File: src/rtl/multicycle_control.sv
// Multicycle MIPS main control: Moore FSM sequencing fetch/decode/execute/memory/writeback,
// with a memory-ready handshake, optional addi, illegal-opcode detection and a retire counter.
module multicycle_control #(
   parameter int CNT_W         = 16,
   parameter bit HAS_ADDI      = 1'b1,
   parameter bit MEM_HANDSHAKE = 1'b1
) (
   input  logic             Clk,
   input  logic             Reset,
   input  logic [5:0]       Op,
   input  logic             MemReady,
   output logic             PCWrite,
   output logic             PCWriteCond,
   output logic             IorD,
   output logic             MemRead,
   output logic             MemWrite,
   output logic             MemtoReg,
   output logic             IRWrite,
   output logic             ALUSrcA,
   output logic             RegWrite,
   output logic             RegDst,
   output logic [1:0]       ALUOp,
   output logic [1:0]       ALUSrcB,
   output logic [1:0]       PCSource,
   output logic             IllegalOp,
   output logic [3:0]       State,
   output logic [CNT_W-1:0] InstrCount
);

   localparam logic [5:0] OP_R    = 6'b000000;
   localparam logic [5:0] OP_LW   = 6'b100011;
   localparam logic [5:0] OP_SW   = 6'b101011;
   localparam logic [5:0] OP_BEQ  = 6'b000100;
   localparam logic [5:0] OP_J    = 6'b000010;
   localparam logic [5:0] OP_ADDI = 6'b001000;

   typedef enum logic [3:0] {
      S_FETCH  = 4'd0,
      S_DECODE = 4'd1,
      S_MEMADR = 4'd2,
      S_MEMRD  = 4'd3,
      S_MEMWB  = 4'd4,
      S_MEMWR  = 4'd5,
      S_EXEC   = 4'd6,
      S_RCOMP  = 4'd7,
      S_BRANCH = 4'd8,
      S_JUMP   = 4'd9,
      S_ADDIEX = 4'd10,
      S_ADDIWB = 4'd11
   } state_t;

   state_t state, state_next;
   logic   is_sw;
   logic   mem_rdy;
   logic   retire;

   assign mem_rdy = MEM_HANDSHAKE ? MemReady : 1'b1;
   assign State   = state;

   // Op is only valid in DECODE, so the lw/sw split taken in MEMADR uses a copy captured there.
   always_ff @(posedge Clk or posedge Reset) begin
      if (Reset) begin
         state      <= S_FETCH;
         is_sw      <= 1'b0;
         InstrCount <= '0;
      end else begin
         state <= state_next;
         if (state == S_DECODE)
            is_sw <= (Op == OP_SW);
         if (retire)
            InstrCount <= InstrCount + CNT_W'(1);
      end
   end

   always_comb begin
      state_next  = state;
      retire      = 1'b0;
      PCWrite     = 1'b0;
      PCWriteCond = 1'b0;
      IorD        = 1'b0;
      MemRead     = 1'b0;
      MemWrite    = 1'b0;
      MemtoReg    = 1'b0;
      IRWrite     = 1'b0;
      ALUSrcA     = 1'b0;
      RegWrite    = 1'b0;
      RegDst      = 1'b0;
      ALUOp       = 2'b00;
      ALUSrcB     = 2'b00;
      PCSource    = 2'b00;
      IllegalOp   = 1'b0;
      // While Reset is high every output stays at its zero default.
      if (!Reset) begin
         case (state)
            S_FETCH: begin
               MemRead = 1'b1;
               ALUSrcB = 2'b01;
               IRWrite = mem_rdy;
               PCWrite = mem_rdy;
               if (mem_rdy) state_next = S_DECODE;
            end
            S_DECODE: begin
               ALUSrcB = 2'b11;
               case (Op)
                  OP_LW, OP_SW: state_next = S_MEMADR;
                  OP_R:         state_next = S_EXEC;
                  OP_BEQ:       state_next = S_BRANCH;
                  OP_J:         state_next = S_JUMP;
                  OP_ADDI: begin
                     if (HAS_ADDI) begin
                        state_next = S_ADDIEX;
                     end else begin
                        state_next = S_FETCH;
                        IllegalOp  = 1'b1;
                     end
                  end
                  default: begin
                     state_next = S_FETCH;
                     IllegalOp  = 1'b1;
                  end
               endcase
            end
            S_MEMADR: begin
               ALUSrcA    = 1'b1;
               ALUSrcB    = 2'b10;
               state_next = is_sw ? S_MEMWR : S_MEMRD;
            end
            S_MEMRD: begin
               MemRead = 1'b1;
               IorD    = 1'b1;
               if (mem_rdy) state_next = S_MEMWB;
            end
            S_MEMWB: begin
               RegWrite   = 1'b1;
               MemtoReg   = 1'b1;
               retire     = 1'b1;
               state_next = S_FETCH;
            end
            S_MEMWR: begin
               MemWrite = 1'b1;
               IorD     = 1'b1;
               if (mem_rdy) begin
                  retire     = 1'b1;
                  state_next = S_FETCH;
               end
            end
            S_EXEC: begin
               ALUSrcA    = 1'b1;
               ALUOp      = 2'b10;
               state_next = S_RCOMP;
            end
            S_RCOMP: begin
               RegWrite   = 1'b1;
               RegDst     = 1'b1;
               retire     = 1'b1;
               state_next = S_FETCH;
            end
            S_BRANCH: begin
               ALUSrcA     = 1'b1;
               ALUOp       = 2'b01;
               PCWriteCond = 1'b1;
               PCSource    = 2'b01;
               retire      = 1'b1;
               state_next  = S_FETCH;
            end
            S_JUMP: begin
               PCWrite    = 1'b1;
               PCSource   = 2'b10;
               retire     = 1'b1;
               state_next = S_FETCH;
            end
            S_ADDIEX: begin
               ALUSrcA    = 1'b1;
               ALUSrcB    = 2'b10;
               state_next = S_ADDIWB;
            end
            S_ADDIWB: begin
               RegWrite   = 1'b1;
               retire     = 1'b1;
               state_next = S_FETCH;
            end
            default: state_next = S_FETCH;
         endcase
      end
   end

endmodule

File: config.mk
export PLATFORM = sky130hd
export DESIGN_NAME = multicycle_control
export DESIGN_NICKNAME = d
export VERILOG_FILES = /design/src/rtl/multicycle_control.sv
export SDC_FILE = /design/constraint.sdc
export NUM_CORES = 1
export LEC_CHECK = 0
export CORE_ASPECT_RATIO = 0.8
export CORE_UTILIZATION = 40
export CTS_CLUSTER_DIAMETER = 30
export DETAILED_ROUTE_END_ITERATION = 8
export PLACE_DENSITY = 0.76
export SYNTH_ARGS = -nofsm -noshare
export SYNTH_HDL_FRONTEND = slang
export SYNTH_SLANG_ARGS = --single-unit
File: constraint.sdc
create_clock -name Clk -period 2.35 [get_ports Clk]
set_input_delay 0.47 -clock Clk [delete_from_list [all_inputs] [get_ports Clk]]
set_output_delay 0.47 -clock Clk [all_outputs]
set_load 0.005 [all_outputs]
# After elaboration in Yosys (flattened, before gate mapping)
# Index checks and enable logic that the tools add are counted.
# word_totals
ff_bits,21
input_bits,9
out_inout_bits,37
elab_cells,73
# op_classes
n_addsub,1
n_eq_ne,19
n_mux,38
bitwise,1
n_reduce_logical,11
# ops
operator,n
$pmux 4 s7,1
$mux 1,24
$pmux 4 s5,1
$add 16x1->16 const B,1
$eq 4x3->1 const B,4
$eq 4x4->1 const B,4
$eq 6x6->1 const B,2
$mux 4,3
$eq 4x2->1 const B,2
$pmux 2 s2,2
$reduce_or 2->1,4
$eq 6x2->1 const B,1
$eq 6x3->1 const B,1
$eq 6x4->1 const B,1
$logic_not 6->1,1
$mux 2,3
$ne 2x2->1 const B,3
$pmux 2 s3,1
$reduce_or 6->1,1
$reduce_or 5->1,1
$eq 4x1->1 const B,1
$logic_not 4->1,1
$pmux 1 s2,2
$reduce_and 4->1,1
4 further kinds,4

# Depth between registers and ports, before layout
# Gate-level depths: netlist of the first run.
# logic_depth
depth_word,5
depth_mapped,6
ltp_nobuf,5

# Worst setup path after synthesis of the first run
# OpenSTA, ideal clock, no wires.
# synth_timing
kind,input to output
start,in Reset
end,out IRWrite
t_arrival_ns,1.659
t_required_ns,1.880
setup_slack_ns,0.221
stages,4
path_buffers,1
cell_sequence,buf_2 > inv_1 > nand2_1 > nor4b_1
# synth_via
elab_chain_len,1
# synth_rtl
element,line,text
start: declaration,9,"input logic Reset,"
$mux 1,93,if (!Reset) begin
end: declaration,18,"output logic IRWrite,"
# Every way passes these cells.

# Worst setup path after layout of the first run
# layout_timing
start,"reg state[3], in the netlist State[3]"
end,out ALUSrcA
# layout_via
elab_chain_len,4
elab_cells_between_ends,7
cone_classes,4 x eq/ne; 2 x mux; 1 x reduce/logical
# layout_rtl
element,line,text
start: declaration,52,"state_t state, state_next;"
start signal: assignment,67,state <= state_next;
$eq 4x4->1 (tied with other cells),94,case (state)
$reduce_or 4->1 (no source line) (*),n/a,
$mux 1 (*),94,
$mux 1 (*),93,
end: declaration,19,"output logic ALUSrcA,"
# Every way passes the cells marked *; elsewhere a longest branch is shown, timed or not.

==> impl_metrics.ini, run 1 <==
[route]
drc = 0
drt_iter0_drc = 73
wirelength_um = 3670
detail_route.vias_per_cell = 5.36
dr.pass1.iters = 4
wl_per_cell_um = 13.5
drtAntennaViolNets = 0
vias = 1459

[yosys]
yosys.area.top_type_share = 0.361
synth.most_common_cell = dfrtp_1
syn_area_per_cell_sq_um = 8.82
yosys_warnings = 0
syn_area_sq_mm = 0.00146
synth_xor_area_frac = 0.108
yosys.area.top_type = dfrtp_1
ys.flop_type = dfrtp_1
yosysSeqAreaShare = 0.361
synth_nets = 175
synthArstFlopShare = 1.00
synthMuxAreaShare = 0.0103
yosys.area_share.adder = 0.00860
synth_top_family_by_area = simple AND/OR/NAND/NOR gates
synth_compound_area_frac = 0.106
synthCells = 165
synth-edff-count = 0
synth_seq_cells = 21
yosys.area_share.simple = 0.342
yosys-top-cells-count = dfrtp_1 (21), nand2_1 (16), xnor2_1 (15)
ys_types = 44
synthTopCellsByArea = dfrtp_1 (36%), xnor2_1 (9.0%), nand4_1 (4.3%)

[cts]
cts_sinks = 21
clock_path_buffers = 2
clock_latency_ns = 0.26
tritoncts = yes
cts_root_buf = clkbuf_8
hold_buffers = 0
h-tree-depth = 1
clk_pin_slew_ns = 0.08
cts_made_buffers = 3

[critical_path]
cpPeakStageDelay_ns = 0.58
cp-end-kind = output port
crit_slowest_cell = clkdlybuf4s50_1
cp.arrival_ns = 1.78
start_kind = flop
crit_type = flop to output port
critPathRequiredTime_ns = 1.88
path_cells = a2111oi_0 -> clkdlybuf4s50_1
critPathMaxFanout = 13
path_buf_inv = 1
cp_top_family = buffers and inverters
r2r_slack_ns = 0.64

[power_and_ir_drop]
p_per_area_mw_per_mm2 = 642
seq_power_share = 0.351
internal-power_mw = 0.881
p_clk_frac = 0.169
power_frac_comb = 0.480
p_switching_mw = 0.502
p_leak_nw = 0.926
swShare = 0.363
irDropWorstVdd_mv = 0.495

[finish]
stdcell_count = 272
utilization = 0.625
layout-drive-gt1-share = 0.200
final_nets = 241
antennaDiodeCount = 0
syn2layout_area_growth_pct = 48.0

[timing]
finalSetupViolations = 0
fmax_mhz = 444
fin_ws_ns = 0.0988
period_share = 0.958
finalCriticalPeriod_ns = 2.25
clock_skew_ns = 0.00311
final.setup.tns_ns = 0
tightest_slew_ns = 0.350
slew-limit-headroom = 0.760
finalHoldViolations = 0
hold_ws_ns = 0.474
slew_violations = 0

[global_routing]
gr-total-overflow = 0
grt_usage = 0.192
grt_pass1_vias = 1351
grt_pass1_wl_um = 6040
antenna_found_initial = 0
grt_max_degree = 23

[floorplanning]
initial_core_util = 0.422
fp-row-count = 19
fp.dieW_um = 69.4
core_area_sq_mm = 0.00345
die-area_sq_mm = 0.00388
ios = 46
die_h_um = 55.9

[run_status]
outcome = complete, no violations

[placed_design]
hpwlAfterDp_um = 2680
dpl.cell_count = 264
io_buffer_count = 45
place_congestion = 0.794
post-place-ws_ns = -0.191

[flow_run]
cap_violations = 0

[hold_path]
hold_path.class = flop to flop
[layout by cell type (no fill, tap or decap), drive strengths merged, types with 2 or more instances in the layout]
cell / Yosys / final
and4: 3 / 3
dlygate4sd2: 0 / 6
dfrtp: 21 / 21
nand4: 10 / 10
nor4b: 2 / 2
nand3: 6 / 6
buf: 12 / 29
inv: 2 / 2
a22o: 2 / 2
nand2: 16 / 16
nor2: 13 / 13
nor3b: 2 / 2
o21ai: 7 / 7
xnor2: 15 / 15
clkbuf: 1 / 3
a21oi: 3 / 3
nor4: 3 / 3
clkdlybuf4s50: 0 / 38
xor2: 3 / 3
and3: 9 / 9
and2: 3 / 3
nand4b: 3 / 3
o31ai: 2 / 2
nor3: 13 / 13
[kinds of logic (layout without fill, tap and decap cells)]
group | after synthesis | after routing
AND/OR/NAND/NOR | 87 | 87
AO/OA/AOI/OAI | 22 | 22
flip-flops | 21 | 21
XOR/XNOR | 18 | 18
buffers and inverters | 15 | 80
adder cells (fa/ha/maj) | 1 | 1
multiplexers | 1 | 1
[cell type report]
| cell class | instances | area [sq um] |
|---|---|---|
| fill | 295 | 1290 |
| multi-input combinational | 129 | 855 |
| timing repair buffer | 74 | 663 |
| sequential | 21 | 529 |
| tap | 42 | 52.6 |
| clock buffer | 3 | 41.3 |
| inverter | 2 | 7.51 |
| clock inverter | 1 | 5.00 |
[layer usage]
| metal | track usage | part of all wire |
|---|---|---|
| met5 | 0 | 0 |
| met1 | 0.269 | 0.47 |
| met4 | 0.0612 | 0.0093 |
| met2 | 0.298 | 0.46 |
| met3 | 0.0380 | 0.056 |
[sequential cells by signal, summed over array words and instances, names as in the netlist]
| name | flops |
|---|---|
| InstrCount | 16 |
| State | 4 |
| is_sw | 1 |
[what timing repair did]
action	CTS	global route
resized for setup	10	4
pin swaps	1	0
buffers inserted	1	3
endpoints found under the setup margin	16	5
[power groups by stage]
stage / clock [mW] / combinational (mW) / sequential, mW
final: 0.233 / 0.664 / 0.486
after global routing: 0.251 / 0.729 / 0.496
after CTS: 0.240 / 0.642 / 0.488
after detailed placement: 0 / 0.647 / 0.492
after global placement: 0 / 0.638 / 0.492
after floorplan: 0 / 0.362 / 0.467
[through the flow]
step / power [mW] / instance area [sq um]
after global routing: 1.48 / 2150
after global placement: 1.13 / 2060
after detailed placement: 1.14 / 2060
after CTS: 1.37 / 2110
final: 1.38 / 2150
after floorplan: 0.829 / 1460
[worst paths after layout]
kind	from	endpoint	cells after the start
worst max-delay path	State[3]	ALUSrcA	2
max in group asynchronous	Reset	State[2]	3
min in group asynchronous	Reset	State[3]	3
worst min-delay path	InstrCount[15]	InstrCount[15]	1
worst min register to register	InstrCount[15]	InstrCount[15]	1
worst max register to register	State[1]	InstrCount[3]	6
No activity file was read; power rests on OpenSTA's default activity.
==> run 2: changes to the inputs <==
--- a/config.mk
+++ b/config.mk
@@ -6,10 +6,10 @@
 export NUM_CORES = 1
 export LEC_CHECK = 0
 export CORE_ASPECT_RATIO = 0.8
-export CORE_UTILIZATION = 40
+export CORE_UTILIZATION = 27
 export CTS_CLUSTER_DIAMETER = 30
 export DETAILED_ROUTE_END_ITERATION = 8
-export PLACE_DENSITY = 0.76
+export PLACE_DENSITY = 0.56
 export SYNTH_ARGS = -nofsm -noshare
 export SYNTH_HDL_FRONTEND = slang
 export SYNTH_SLANG_ARGS = --single-unit
==> run 2 against run 1 <==
  * The flow now finishes with violations (design-rule violations)
  * Highest routed layer unchanged
  * Clock skew shrank 0.00094 ns
  * First-iteration DRC count up 33%
  * Critical path depth increased by 2
  * Final cell count rose by 9.2%
  * Clock power up 3%
  * Power is 2.8% higher
  * Final area is 4.1% higher
  * Maximum frequency rose by 1.1%
  * Via count increased by 2.0%
  * Register-to-register slack improved by 0.09 ns
  * Count of clock-buffer cells in the layout rose by 1
==> impl_metrics.ini, run 2 (synthesis gave the netlist of run 1 again) <==
[global_routing]
grt_usage = 0.141
grt_pass1_vias = 1386
grt_max_degree = 23
gr-total-overflow = 0
grt_pass1_wl_um = 6460
antenna_found_initial = 0

[power_and_ir_drop]
irDropWorstVdd_mv = 0.230
p_leak_nw = 0.983
p_per_area_mw_per_mm2 = 634

[hold_path]
hold_path.class = primary input to async pin

[floorplanning]
ios = 46
initial_core_util = 0.286
core_area_sq_mm = 0.00509
die-area_sq_mm = 0.00569
fp-row-count = 23
fp.dieW_um = 84.1
die_h_um = 67.7

[critical_path]
cp-end-kind = output port
critPathRequiredTime_ns = 1.88
crit_type = flop to output port
start_kind = flop
cp.arrival_ns = 1.76
critPathMaxFanout = 12

[placed_design]
io_buffer_count = 45
placed_area_sq_mm = 0.00209
post-place-ws_ns = -0.364
place_congestion = 0.823
dpl.cell_count = 285
hpwlAfterDp_um = 2920

[route]
vias = 1488
drc = 4
wl_per_cell_um = 13.3
drt_iter0_drc = 97
wirelength_um = 3950
detail_route.vias_per_cell = 5.01
dr.pass1.iters = 6
drtAntennaViolNets = 0

[timing]
hold_ws_ns = 0.470
period_share = 0.947
finalHoldViolations = 0
slew-limit-headroom = 0.780
tightest_slew_ns = 0.330
fmax_mhz = 449
finalCriticalPeriod_ns = 2.23
clock_skew_ns = 0.00217
fin_ws_ns = 0.124
slew_violations = 0
finalSetupViolations = 0

[finish]
stdcell_count = 297
regMostFlops = InstrCount
layout-drive-gt1-share = 0.234
largest_register_ffs = 16
mostFrequentLayoutCells = clkdlybuf4s50_1 (31), buf_4 (31), dfrtp_1 (17)
final_nets = 246
syn2layout_area_growth_pct = 54.0
utilization = 0.440
final_area_sq_mm = 0.00224
antennaDiodeCount = 0

[cts]
h-tree-depth = 1
clk_pin_slew_ns = 0.08
clock_latency_ns = 0.26
tritoncts = yes
cts_made_buffers = 3
clock_path_buffers = 2
cts_sinks = 21
cts_root_buf = clkbuf_8

[flow_run]
cap_violations = 0

[run_status]
outcome = finished, violations left
violations = design-rule violations
-- run 2: critical path, cell delays in order (launching register included) --
cell and delay, ns:
dfrtp_2 0.53, nor4b_1 0.29, a31oi_1 0.07, nor2_1 0.10, clkdlybuf4s50_1 0.50
-- run 2: power breakdown --
part           leakage, nW  internal [mW]  switching, mW
registers            0.280          0.411          0.102
logic                0.681          0.377          0.293
clock network       0.0228          0.121          0.118
-- run 2: final cells by class --
class / count / area [sq um]
Multi-Input combinational cell: 129 / 875
Tap cell: 62 / 77.6
Clock buffer: 4 / 45.0
Timing Repair Buffer: 79 / 706
Inverter: 2 / 7.51
Sequential cell: 21 / 531
Fill cell: 515 / 2850
-- run 2: timing repair --
| item | CTS | global route |
|---|---|---|
| endpoints found under the setup margin | 16 | 6 |
| hold buffers | 0 | 0 |
| resized for setup | 22 | 8 |
| setup buffers | 1 | 6 |
| pin swaps | 1 | 1 |
| cloned | 0 | 1 |
-- run 2: stage by stage --
step	TNS (ns)	power (mW)
floorplan	0	0.829
global placement	-1.57	1.13
detailed placement	-1.88	1.13
CTS	0	1.37
global route	-0.00424	1.53
finish	0	1.42
-- run 2: final timing paths --
check                               start  depth (start not counted)             end  slack (ns)
max reg2reg                      State[1]                          6   InstrCount[3]        0.73
min                                 Reset                          4   InstrCount[8]        0.47
max                              State[3]                          4        RegWrite        0.12
max in group asynchronous           Reset                          4        State[0]        1.64
min reg2reg                InstrCount[15]                          1  InstrCount[15]        0.47
min in group Clk           InstrCount[15]                          1  InstrCount[15]        0.47
-- run 2: routing by layer --
layer	vias to the layer above	GRT usage	routed length (um)
li1	739	-	-
met1	705	0.201	1930
met2	42	0.230	1850
met3	2	0.0232	149
met4	0	0.0194	14
met5	-	0	0
==> run 3: changes to the inputs <==
--- a/config.mk
+++ b/config.mk
@@ -5,11 +5,12 @@
 export SDC_FILE = /design/constraint.sdc
 export NUM_CORES = 1
 export LEC_CHECK = 0
-export CORE_ASPECT_RATIO = 0.8
 export CORE_UTILIZATION = 27
+export CTS_BUF_LIST = sky130_fd_sc_hd__clkbuf_16
 export CTS_CLUSTER_DIAMETER = 30
 export DETAILED_ROUTE_END_ITERATION = 8
 export PLACE_DENSITY = 0.56
+export SETUP_SLACK_MARGIN = 0.4
 export SYNTH_ARGS = -nofsm -noshare
 export SYNTH_HDL_FRONTEND = slang
 export SYNTH_SLANG_ARGS = --single-unit
==> run 3 against run 2 <==
  * The flow now finishes without violations
  * Critical path depth decreased by 1
  * Die area is essentially flat
  * Clock skew about the same
  * Combinational power grew 10%
  * Global-route usage is 0.83 points higher
  * Power increased by 13%
  * Sequential cell count stayed put
  * First-iteration DRC count shrank 11%
  * Worst setup slack better by 0.25 ns
  * Clock power is 50% higher
  * Count of clock-buffer cells in the layout fell by 1
==> impl_metrics.ini, run 3 (synthesis gave the netlist of run 1 again) <==
[floorplanning]
fp.dieW_um = 75.4
die_h_um = 75.4
die-area_sq_mm = 0.00569
fp-row-count = 26
core_area_sq_mm = 0.00514
ios = 46
initial_core_util = 0.283

[global_routing]
grt_max_degree = 23
gr-total-overflow = 0
grt_usage = 0.149
grt_pass1_vias = 1348
antenna_found_initial = 0
grt_pass1_wl_um = 6480

[critical_path]
reg2reg_from = State[3]
cpPeakStageDelay_ns = 0.41
cp-end-kind = output port
start_kind = flop
crit_start = State[3]
cp_top_family = buffers and inverters
path_buf_inv = 2
crit_slowest_cell = a2111oi_2
critPathMaxFanout = 6
path_cells = clkbuf_4 -> a2111oi_2 -> clkdlybuf4s15_1
critPathRequiredTime_ns = 1.88
cp.arrival_ns = 1.51
crit_type = flop to output port

[timing]
slew-limit-headroom = 0.784
hold_ws_ns = 0.468
rsz0062_at_grt = yes
fmax_mhz = 506
fin_ws_ns = 0.372
finalSetupViolations = 0
slew_violations = 0
clock_skew_ns = 0.00218
finalCriticalPeriod_ns = 1.98
finalHoldViolations = 0
tightest_slew_ns = 0.324
period_share = 0.842

[cts]
clk_pin_slew_ns = 0.06
clock_latency_ns = 0.25
cts_root_buf = clkbuf_16
clock_path_buffers = 2
cts_sinks = 21
h-tree-depth = 1
cts_made_buffers = 3
tritoncts = yes

[placed_design]
post-place-ws_ns = -0.194
io_buffer_count = 45
place_congestion = 0.779
hpwlAfterDp_um = 2850

[route]
drc = 0
detail_route.vias_per_cell = 4.73
wl_per_cell_um = 13.1
drtAntennaViolNets = 0
dr.pass1.iters = 4
drt_iter0_drc = 86
vias = 1509
wirelength_um = 4180

[finish]
largest_register_ffs = 16
final_common_cell = buf_4
syn2layout_area_growth_pct = 64.7
nFillCells = 543
regMostFlops = InstrCount
mostFrequentLayoutCells = buf_4 (43), clkdlybuf4s50_1 (20), dfrtp_1 (17)
layout-drive-gt1-share = 0.382
final_nets = 260
antennaDiodeCount = 0

[power_and_ir_drop]
p_switching_mw = 0.560
seq_power_share = 0.316
internal-power_mw = 1.04
power_frac_comb = 0.460
p_per_area_mw_per_mm2 = 669
p_leak_nw = 1.09
p_clk_frac = 0.224
swShare = 0.349
irDropWorstVdd_mv = 0.284

[hold_path]
min_from = InstrCount[15]
hold_path.class = flop to flop

[run_status]
outcome = complete, no violations

[flow_run]
cap_violations = 0
run 3: changes by cell type in the layout (fill, tap and decap cells not counted), sizes merged:
| cell | previous run | this run |
|---|---|---|
| clkdlybuf4s15 | 0 | 1 |
| dlygate4sd2 | 13 | 8 |
| clkinv | 0 | 1 |
| dlymetal6s2s | 1 | 2 |
| inv | 2 | 1 |
| clkbuf | 4 | 9 |
| clkinvlp | 0 | 1 |
| clkdlybuf4s50 | 31 | 20 |
| buf | 34 | 56 |
run 3: routing by layer:
metal,part of all wire,vias up,track usage
li1,-,769,-
met3,0.027,2,0.0291
met5,0,-,0
met1,0.47,720,0.206
met4,0.0045,0,0.0247
met2,0.50,18,0.246
run 3: path summary, 6_finish.rpt:
check / endpoint / cells after the start / slack (ns)
worst max-delay path: ALUSrcA / 3 / 0.37
worst min-delay path: InstrCount[15] / 1 / 0.47
worst max register to register: InstrCount[5] / 7 / 0.71
worst min register to register: InstrCount[15] / 1 / 0.47
max in group asynchronous: State[0] / 4 / 1.54
min in group asynchronous: is_sw / 4 / 0.57
run 3: timing repair:
| item | CTS | global route |
|---|---|---|
| gates resized for setup | 70 | 23 |
| endpoints found under the setup margin | 19 | 12 |
| hold endpoints to repair | 0 | 0 |
| hold buffers | 0 | 0 |
| pin swaps | 6 | 8 |
| buffers inserted | 11 | 11 |
| gates cloned | 0 | 0 |
run 3: worst reg2reg max path: stages (launching register included):
cell      delay [ns]
dfrtp_2         0.40
clkbuf_4        0.19
buf_4           0.15
buf_4           0.14
o21ai_2         0.15
buf_4           0.22
nand4_1         0.14
xnor2_1         0.15
run 3: final cells by class:
cell class                      instances  area [sq um]  share of cell area
Clock buffer                            3          75.1              0.0313
Clock inverter                          1          5.00             0.00209
Inverter                                2          11.3             0.00470
Multi-Input combinational cell        129           937               0.391
Sequential cell                        21           531               0.221
Tap cell                               70          87.6              0.0365
Timing Repair Buffer                   93           751               0.313
run 3: through the flow:
stage	std cells	setup TNS (ns)	util	cell area [sq um]	total power, mW
CTS	308	0	0.444	2280	1.54
finish	319	0	0.466	2400	1.60
floorplan	165	0	-	1460	0.830
global placement	293	-1.26	0.410	2110	1.13
detailed placement	293	-1.36	0.410	2110	1.13
global route	319	0	0.466	2400	1.70
run 3: power by group through the flow:
stage               Clock [mW]  Combinational, mW  Sequential [mW]
floorplan                    0              0.363            0.467
global placement             0              0.603            0.524
detailed placement           0              0.602            0.523
CTS                      0.369              0.659            0.507
global route             0.385              0.800            0.520
finish                   0.359              0.738            0.507
